`src/rtl/riscv_defs.sv`:
```
// Shared definitions for the RV32I core: operand-forward encodings and the
// hazard-tracking shadow slot.
`default_nettype none

package riscv_defs;

  localparam int NB_REG_ADDR = 5;

  localparam logic [1:0] FWD_NONE  = 2'b00;
  localparam logic [1:0] FWD_WB    = 2'b01;
  localparam logic [1:0] FWD_EXMEM = 2'b10;

  typedef struct packed {
    logic                   valid;
    logic [NB_REG_ADDR-1:0] rd;
    logic                   reg_write;
    logic                   mem_read;
  } hz_slot_t;

  // True when the slot holds a live producer of architectural register src.
  function automatic logic slot_writes(input hz_slot_t slot,
                                       input logic [NB_REG_ADDR-1:0] src);
    return slot.valid & slot.reg_write & (slot.rd == src) & (slot.rd != '0);
  endfunction

endpackage

`default_nettype wire

```
`src/rtl/fwd_select.sv`:
```
// Producer match and priority encoder for one EX source operand.
`default_nettype none

module fwd_select
  import riscv_defs::*;
(
  input  logic [NB_REG_ADDR-1:0] src,
  input  logic                   use_src,
  input  hz_slot_t               ex_slot,
  input  hz_slot_t               mem_slot,
  output logic [1:0]             sel,
  output logic                   ex_hit
);

  logic mem_hit;
  logic unused_bits;

  assign ex_hit  = use_src & slot_writes(ex_slot, src);
  assign mem_hit = use_src & slot_writes(mem_slot, src);

  // The younger producer holds the newer value, so it wins.
  always_comb begin
    sel = FWD_NONE;
    if (ex_hit) begin
      sel = FWD_EXMEM;
    end else if (mem_hit) begin
      sel = FWD_WB;
    end
  end

  assign unused_bits = ex_slot.mem_read ^ mem_slot.mem_read;

endmodule

`default_nettype wire

```
`src/rtl/hazard_unit.sv`:
```
// Pipeline hazard controller: registered forward selects, load-use stall,
// branch flush and stall/flush event counters.
`default_nettype none

module hazard_unit #(
  parameter int NB_REG_ADDR = 5,
  parameter int NB_COUNT    = 32
) (
  input  logic                   i_clock,
  input  logic                   i_reset,
  input  logic                   i_id_valid,
  input  logic [NB_REG_ADDR-1:0] i_id_rs1,
  input  logic [NB_REG_ADDR-1:0] i_id_rs2,
  input  logic                   i_id_use_rs1,
  input  logic                   i_id_use_rs2,
  input  logic [NB_REG_ADDR-1:0] i_id_rd,
  input  logic                   i_id_reg_write,
  input  logic                   i_id_mem_read,
  input  logic                   i_branch_taken,
  output logic [1:0]             o_forward_rs1,
  output logic [1:0]             o_forward_rs2,
  output logic                   o_stall,
  output logic                   o_flush,
  output logic [NB_COUNT-1:0]    o_stall_count,
  output logic [NB_COUNT-1:0]    o_flush_count
);

  import riscv_defs::*;

  hz_slot_t   ex_q;
  hz_slot_t   mem_q;
  hz_slot_t   wb_q;
  hz_slot_t   id_entry;

  logic [1:0] sel_rs1;
  logic [1:0] sel_rs2;
  logic       ex_hit_rs1;
  logic       ex_hit_rs2;
  logic       load_use;
  logic       id_bubble;
  logic       unused_wb;

  fwd_select u_fwd_rs1 (
    .src      (i_id_rs1),
    .use_src  (i_id_use_rs1),
    .ex_slot  (ex_q),
    .mem_slot (mem_q),
    .sel      (sel_rs1),
    .ex_hit   (ex_hit_rs1)
  );

  fwd_select u_fwd_rs2 (
    .src      (i_id_rs2),
    .use_src  (i_id_use_rs2),
    .ex_slot  (ex_q),
    .mem_slot (mem_q),
    .sel      (sel_rs2),
    .ex_hit   (ex_hit_rs2)
  );

  // A load in EX has no data until MEM, so its consumer must wait one cycle.
  assign load_use  = i_id_valid & ex_q.mem_read & (ex_hit_rs1 | ex_hit_rs2);
  assign o_flush   = i_branch_taken;
  assign o_stall   = load_use & ~i_branch_taken;
  assign id_bubble = o_stall | o_flush | ~i_id_valid;

  always_comb begin
    id_entry           = '0;
    id_entry.valid     = ~id_bubble;
    id_entry.rd        = i_id_rd;
    id_entry.reg_write = i_id_reg_write;
    id_entry.mem_read  = i_id_mem_read;
  end

  always_ff @(posedge i_clock or negedge i_reset) begin
    if (!i_reset) begin
      ex_q  <= '0;
      mem_q <= '0;
      wb_q  <= '0;
    end else begin
      ex_q  <= id_entry;
      mem_q <= ex_q;
      wb_q  <= mem_q;
    end
  end

  always_ff @(posedge i_clock or negedge i_reset) begin
    if (!i_reset) begin
      o_forward_rs1 <= FWD_NONE;
      o_forward_rs2 <= FWD_NONE;
    end else if (id_bubble) begin
      o_forward_rs1 <= FWD_NONE;
      o_forward_rs2 <= FWD_NONE;
    end else begin
      o_forward_rs1 <= sel_rs1;
      o_forward_rs2 <= sel_rs2;
    end
  end

  always_ff @(posedge i_clock or negedge i_reset) begin
    if (!i_reset) begin
      o_stall_count <= '0;
      o_flush_count <= '0;
    end else begin
      if (o_stall) begin
        o_stall_count <= o_stall_count + NB_COUNT'(1);
      end
      if (o_flush) begin
        o_flush_count <= o_flush_count + NB_COUNT'(1);
      end
    end
  end

  // Writeback is covered by the write-first register file; the slot is
  // kept only so the shadow mirrors the full pipeline.
  assign unused_wb = ^wb_q;

endmodule

`default_nettype wire

```
`config.mk`:
```
export PLATFORM = sky130hd
export DESIGN_NAME = hazard_unit
export DESIGN_NICKNAME = d
export VERILOG_FILES = /design/src/rtl/riscv_defs.sv /design/src/rtl/fwd_select.sv /design/src/rtl/hazard_unit.sv
export SDC_FILE = /design/constraint.sdc
export NUM_CORES = 1
export LEC_CHECK = 0
export ABC_AREA = 1
export BUFFER_PORTS_ARGS = -buffer_cell sky130_fd_sc_hd__buf_2
export CAP_MARGIN = 20
export CORE_MARGIN = 2
export CORE_UTILIZATION = 43
export DETAILED_ROUTE_END_ITERATION = 10
export GPL_TIMING_DRIVEN = 0
export PLACE_DENSITY = 0.63
export SLEW_MARGIN = 0
export SYNTH_ARGS = -nofsm -noshare
export SYNTH_HDL_FRONTEND = slang
export SYNTH_HIERARCHICAL = 1
export SYNTH_SLANG_ARGS = --single-unit
```
`constraint.sdc`:
```
create_clock -name i_clock -period 1.9 [get_ports i_clock]
set_input_delay 0.285 -clock i_clock [delete_from_list [all_inputs] [get_ports i_clock]]
set_output_delay 0.285 -clock i_clock [all_outputs]
set_load 0.02 [all_outputs]
```
==> metrics.txt, run 1 <==
outcome=finished with violations; failing checks=negative setup slack; DRT iter0 DRCs=approximately 120; CP max-delay cell=dfrtp_2; cell area power density=around 640 mW/mm^2; clk buf depth=2; drt pass-1 iters=5; CP bufs+invs=3; ANT cells=0; CP Max Fanout=6; post-layout util=a little under three fifths; routability cong.=0.8592; CTS tree=built; Cell Area, Synth=0.004633 mm^2; share of post-route cells with drive strength above 1=a little under a quarter; clock slew at reported path FFs=70 ps; Peak VDD IR=roughly 430 uV; Lkg Pwr=3.170 nW; CP max stage delay=approximately 440 ps; HPWL Detailed=between 8000 and 9000 um; achievable clock frequency=~0.5 GHz; most used cell, CP=nor2_2; IO Count=93; final setup margin=-130.6 ps; Mapped Cells=618; Layout Skew=approximately 8.6 ps; Clk Latency, worst-skew pair=~370 ps; # rows=37; final WL=about 11000 um; Die Y=107.8 um; MaxCap Viol Count=0; Setup crit end kind=primary output; Hold WC Path Type=input pin to register; vias in the first global route=approximately 4000; Num CTS Buffers=9; syn_area_per_cell=7.497 um^2; initial antenna violation count=0; post-DR vias/cell=~4.8; Synth Net Count=roughly 640; Routed Antenna Nets=0; die area=0.01162 mm^2; WP data required=around 1600 ps; min Tclk post-route=roughly 2000 ps; Slew Limit Fails=0; Final Hold Vio Count=0; final setup fails=12; via count=between 4000 and 5000; Startpoint Class=register; Crit path max-delay family=simple AND/OR/NAND/NOR gates; Filler cells=between 1000 and 1500; fin crit share=106.9%; clk root buf=clkbuf_8; GRT overflow=0; core region area=roughly 0.010 mm^2; initial core utilization=44.48%; largest net degree at the start of global routing=50; drt wl/cell=roughly 12 um; port bufs=~90; area delta synth->final=23.76%; clock sink total=83; # DRC=0; CP Class=register to primary output; yosys warns=6; CTS H-tree depth=3; WP data arrival=around 1800 ps; RSZ-0062 raised after global routing=true; total global-route track usage=19.78%; crit-path cells=buf_4, nor2_2, nand3_2, a21oi_2, nor2_2, inv_1, nand2_2, nand2_4, nor2_8, buf_6; measured slew at the worst slew-check pin=approximately 500 ps; Die Wd=between 100 and 150 um; first-pass GRT wire length=approximately 18000 um; Setup TNS=-608.9 ps; relative slew slack=between 60% and 70%; nets@finish=roughly 760
worst paths after layout:
path / slack (ps) / from / cells after the start / to
max: -130 / ex_q[5] / 10 / o_stall
min: 30 / i_id_rd[1] / 1 / ex_q[3]
max reg2reg: -80 / ex_q[4] / 16 / o_stall_count[17]
min reg2reg: 400 / ex_q[7] / 0 / mem_q[7]
max in group asynchronous: 880 / i_reset / 3 / o_stall_count[25]
min in group asynchronous: 420 / i_reset / 2 / o_forward_rs1[0]
cell type report:
cell class                      count  area (um^2)  share of cell area (%)
Buffer                              4        33.78                  0.5891
Clock buffer                       12        155.1                   2.706
Clock inverter                      4        25.02                  0.4364
Inverter                           93        349.1                   6.088
Multi-Input combinational cell    438         2255                   39.32
Sequential cell                    83         2082                   36.31
Tap cell                          136        170.2                   2.967
Timing Repair Buffer              110        664.4                   11.59
registers in the layout, summed over array words and instances, names as in the netlist:
register,count
o_flush_count,32
o_stall_count,32
ex_q,8
mem_q,7
o_forward_rs1,2
o_forward_rs2,2
metrics by stage:
stage / power (mW) / worst slack [ps] / cell area [um^2] / hold slack [ps] / instances
floorplan: 2.318 / 35.94 / 4633 / -10.59 / 618
global placement: 2.521 / -244.2 / 5259 / 388.2 / 845
detailed placement: 2.539 / -259.9 / 5289 / 283.0 / 846
CTS: 3.752 / -177.1 / 5603 / 0.4749 / 874
global route: 3.907 / -262.3 / 5734 / 6.582 / 880
finish: 3.689 / -130.6 / 5734 / 29.97 / 880
power breakdown:
part | internal [mW] | switching, mW
sequential | 1.86 | 0.124
clock | 0.542 | 0.633
combinational | 0.193 | 0.339
total | 2.59 | 1.10
cell usage in the layout (no fill, tap or decap):
cell type	count
nand3_4	3
nand3b_1	12
a21oi_1	1
nor3_1	8
buf_4	11
buf_8	1
ha_1	2
nand4_1	12
nor2_1	78
clkbuf_8	11
a21oi_2	1
nor2_2	10
inv_1	89
buf_2	89
buf_6	6
nand3_1	32
o21ai_0	1
nand3_2	4
nor3_4	1
inv_2	4
nor3b_1	2
nand2_2	6
nand2_1	212
xor2_1	19
nor2_4	8
clkbuf_1	1
nand2_4	3
dfrtp_1	79
nor3_2	1
dfrtp_2	4
clkinvlp_4	2
o21bai_1	1
xnor2_1	17
xnor2_2	1
clkinv_2	2
buf_16	1
nor2_8	3
dlygate4sd3_1	6
layer usage:
layer  track usage, %  vias to the layer above  wire (um)
li1                 -                     2125          -
met1            24.23                     1934       4727
met2            32.57                      108       5226
met3            6.356                       14        667
met4            7.234                        0        149
met5                0                        -          0
timing repair:
item,4_1_cts,5_1_grt
hold endpoints to repair,38,1
pin swaps,10,17
gates resized for setup,13,22
hold buffers,5,1
buffers inserted,7,5
setup endpoints to repair,26,33
cloned,0,0
Power figures use the tool's default switching activity.
==> run 2, diff against run 1 <==
--- a/config.mk
+++ b/config.mk
@@ -10,6 +10,7 @@
 export CAP_MARGIN = 20
 export CORE_MARGIN = 2
 export CORE_UTILIZATION = 43
+export CTS_CLUSTER_SIZE = 24
 export DETAILED_ROUTE_END_ITERATION = 10
 export GPL_TIMING_DRIVEN = 0
 export PLACE_DENSITY = 0.63
@@ -18,3 +19,4 @@
 export SYNTH_HDL_FRONTEND = slang
 export SYNTH_HIERARCHICAL = 1
 export SYNTH_SLANG_ARGS = --single-unit
+export TNS_END_PERCENT = 5
==> run 2 against run 1 <==
The run still ends with negative setup slack left. Sequential share of layout area increased by 0.50 points. Sequential power about the same. Clock-buffer cell count unchanged. Clock skew about the same. Flip-flop and latch count unchanged. Non-clock buffer count decreased by 2. Global-route usage about the same. Clock power about the same. Maximum frequency increased by 0.22%. Cell count decreased by 0.23%. Largest cell class unchanged.
==> metrics.txt, run 2 (same netlist as run 1, synthesis figures left out) <==
Setup TNS=-436.4 ps (was -608.9 ps); initial antenna violation count=0 (unchanged); P_sw=1.094 mW (was 1.096 mW); Hold Path Cell Cnt=1 (unchanged); min Tclk post-route=2026 ps (was 2031 ps); Filler cells=1032 (was 1028); Register-to-Register Path Depth=16 (unchanged); CP Max Fanout=6 (unchanged); Final Hold Vio Count=0 (unchanged); nets@finish=762 (was 764); Internal Power=2.593 mW (about the same); Clk Latency, worst-skew pair=370 ps (about the same); Routed Antenna Nets=0 (unchanged); crit-path cells=buf_4, nor2_2, nand3_2, a21oi_2, nor2_2, inv_1, nand2_2, nand2_4, nor2_8, buf_6 (unchanged); Die Wd=107.8 um (unchanged); CP max-delay cell=dfrtp_2 (unchanged); switching share of power=29.67% (was 29.71%); first-pass GRT wire length=17960 um (was 17990 um); largest net degree at the start of global routing=50 (unchanged); Die Y=107.8 um (unchanged); Lkg Pwr=3.127 nW (was 3.170 nW); HPWL Detailed=8017 um (unchanged); final setup margin=-126.1 ps (was -130.6 ps); MaxCap Viol Count=0 (unchanged); WP data arrival=1740 ps (was 1750 ps); CP max stage delay=440 ps (about the same); Largest regs=o_flush_count: 32 flops, o_stall_count: 32 flops, ex_q: 8 flops (unchanged); post-layout util=54.31% (was 55.05%); Startpoint Class=register (unchanged); routability cong.=0.8592 (unchanged); Layout Skew=8.596 ps (was 8.627 ps); Peak VDD IR=431.1 uV (was 431.0 uV); vias in the first global route=3980 (was 4006); final setup fails=11 (was 12); Setup crit end kind=primary output (unchanged); Pwr Total=3.686 mW (was 3.689 mW); dpl cells=846 (unchanged); fin crit share=106.6% (was 106.9%); die area=0.01162 mm^2 (unchanged); measured slew at the worst slew-check pin=486.1 ps (was 487.5 ps); share of post-route cells with drive strength above 1=21.97% (was 23.12%); failing checks=negative setup slack (unchanged); commonest non-fill, non-tap cell in the layout=nand2_1 (unchanged); drt wl/cell=12.10 um (was 12.24 um); clock sink total=83 (unchanged); achievable clock frequency=0.4936 GHz (was 0.4925 GHz); total global-route track usage=19.74% (was 19.78%); CTS tree=built (unchanged); initial core utilization=44.48% (unchanged); RSZ-0062 raised after global routing=true (unchanged); logic gate share of total power=14.4% (about the same); area delta synth->final=22.09% (was 23.76%); final WL=10620 um (was 10770 um); clock slew at reported path FFs=70 ps (about the same); outcome=finished with violations (unchanged); cell area power density=651.7 mW/mm^2 (was 643.3 mW/mm^2); IO Count=93 (unchanged); most used cell, CP=nor2_2 (unchanged); pre-CTS setup slack=-259.9 ps (unchanged); fin cells=878 (was 880); via count=4127 (was 4181); post-DR vias/cell=4.700 (was 4.751); # DRC=0 (unchanged); drt pass-1 iters=4 (was 5); DRT iter0 DRCs=150 (was 124); CP Class=register to primary output (unchanged); port bufs=91 (unchanged); relative slew slack=67.60% (was 67.50%); CTS H-tree depth=3 (unchanged); WP data required=1620 ps (about the same); Hold WC Path Type=input pin to register (unchanged); clk buf depth=2 (unchanged); ANT cells=0 (unchanged); Clk network pwr share=31.8% (about the same); Num CTS Buffers=9 (unchanged); GRT overflow=0 (unchanged); clk root buf=clkbuf_8 (unchanged); Slew Limit Fails=0 (unchanged); # rows=37 (unchanged); core region area=0.01042 mm^2 (unchanged); Flop pwr share=53.7% (about the same); commonest non-fill, non-tap cells in the layout=nand2_1, inv_1, buf_2, nor2_1, dfrtp_1 (was nand2_1, inv_1, buf_2, dfrtp_1, nor2_1)
[run 2: cell types whose count changed in the layout (fill, tap and decap cells not counted)]
cell and delta:
nor2_1 +1, buf_6 -4, nand3_4 -1, nand2_4 -1
nor2_2 +1, buf_4 +2, nand3_1 +1, xnor2_1 +1
nand2_2 -3, xnor2_2 -1, nor2_4 -2, nand2_1 +4
[run 2: power groups by stage]
stage	Sequential (mW)	Clock, mW	Combinational (mW)
2_1_floorplan	2.08	0	0.234
3_3_place_gp	2.01	0	0.508
3_5_place_dp	2.01	0	0.527
4_1_cts	1.98	1.23	0.538
5_1_grt	2.00	1.31	0.601
6_report	1.98	1.17	0.532
[run 2: layout make-up]
cell class	count	area [um^2]	area share (%)
multi-input cells	438	2207	39.02
flip-flops and latches	83	2082	36.81
repair buffers	108	634.4	11.21
inverters	93	349.1	6.171
well taps	136	170.2	3.008
clock buffers	12	155.1	2.743
plain buffers	4	33.78	0.5972
clock inverters	4	25.02	0.4424
[run 2: path summary, 6_finish.rpt]
path / start / to / slack (ps)
setup / recovery: ex_q[5] / o_stall / -130
hold / removal: i_id_rd[1] / ex_q[3] / 30
setup reg to reg: ex_q[4] / o_stall_count[17] / -90
hold reg to reg: ex_q[7] / mem_q[7] / 400
max in group asynchronous: i_reset / o_stall_count[25] / 880
min in group asynchronous: i_reset / o_forward_rs1[0] / 420
[run 2: worst max-delay path: cells and delay by family, from the launching register on]
kind / cells / cell delay (ps)
compound gates: 1 / 160
buf+inv: 3 / 330
simple gates: 6 / 450
flops: 1 / 440
[run 2: through the flow]
step / instance area, um^2 / hold WS (ps)
final: 5657 / 32.23
after global routing: 5657 / 6.582
after CTS: 5583 / 0.4749
after detailed placement: 5289 / 283.0
after global placement: 5259 / 388.2
after floorplan: 4633 / -10.59
[run 2: layer usage]
| metal | vias up | part of all wire [%] | global-route usage, % | wire length, um |
|---|---|---|---|---|
| met1 | 1902 | 45 | 24.27 | 4729 |
| met4 | 0 | 1.5 | 7.143 | 161 |
| met5 | - | 0 | 0 | 0 |
| li1 | 2112 | - | - | - |
| met2 | 97 | 48 | 32.43 | 5119 |
| met3 | 16 | 5.7 | 6.356 | 609 |
[run 2: what timing repair did]
action | in CTS | in global routing
buffers inserted | 5 | 5
gates resized for setup | 12 | 8
hold buffers | 5 | 1
endpoints found under the setup margin | 26 | 29
hold endpoints to repair | 38 | 1
pin swaps | 9 | 14
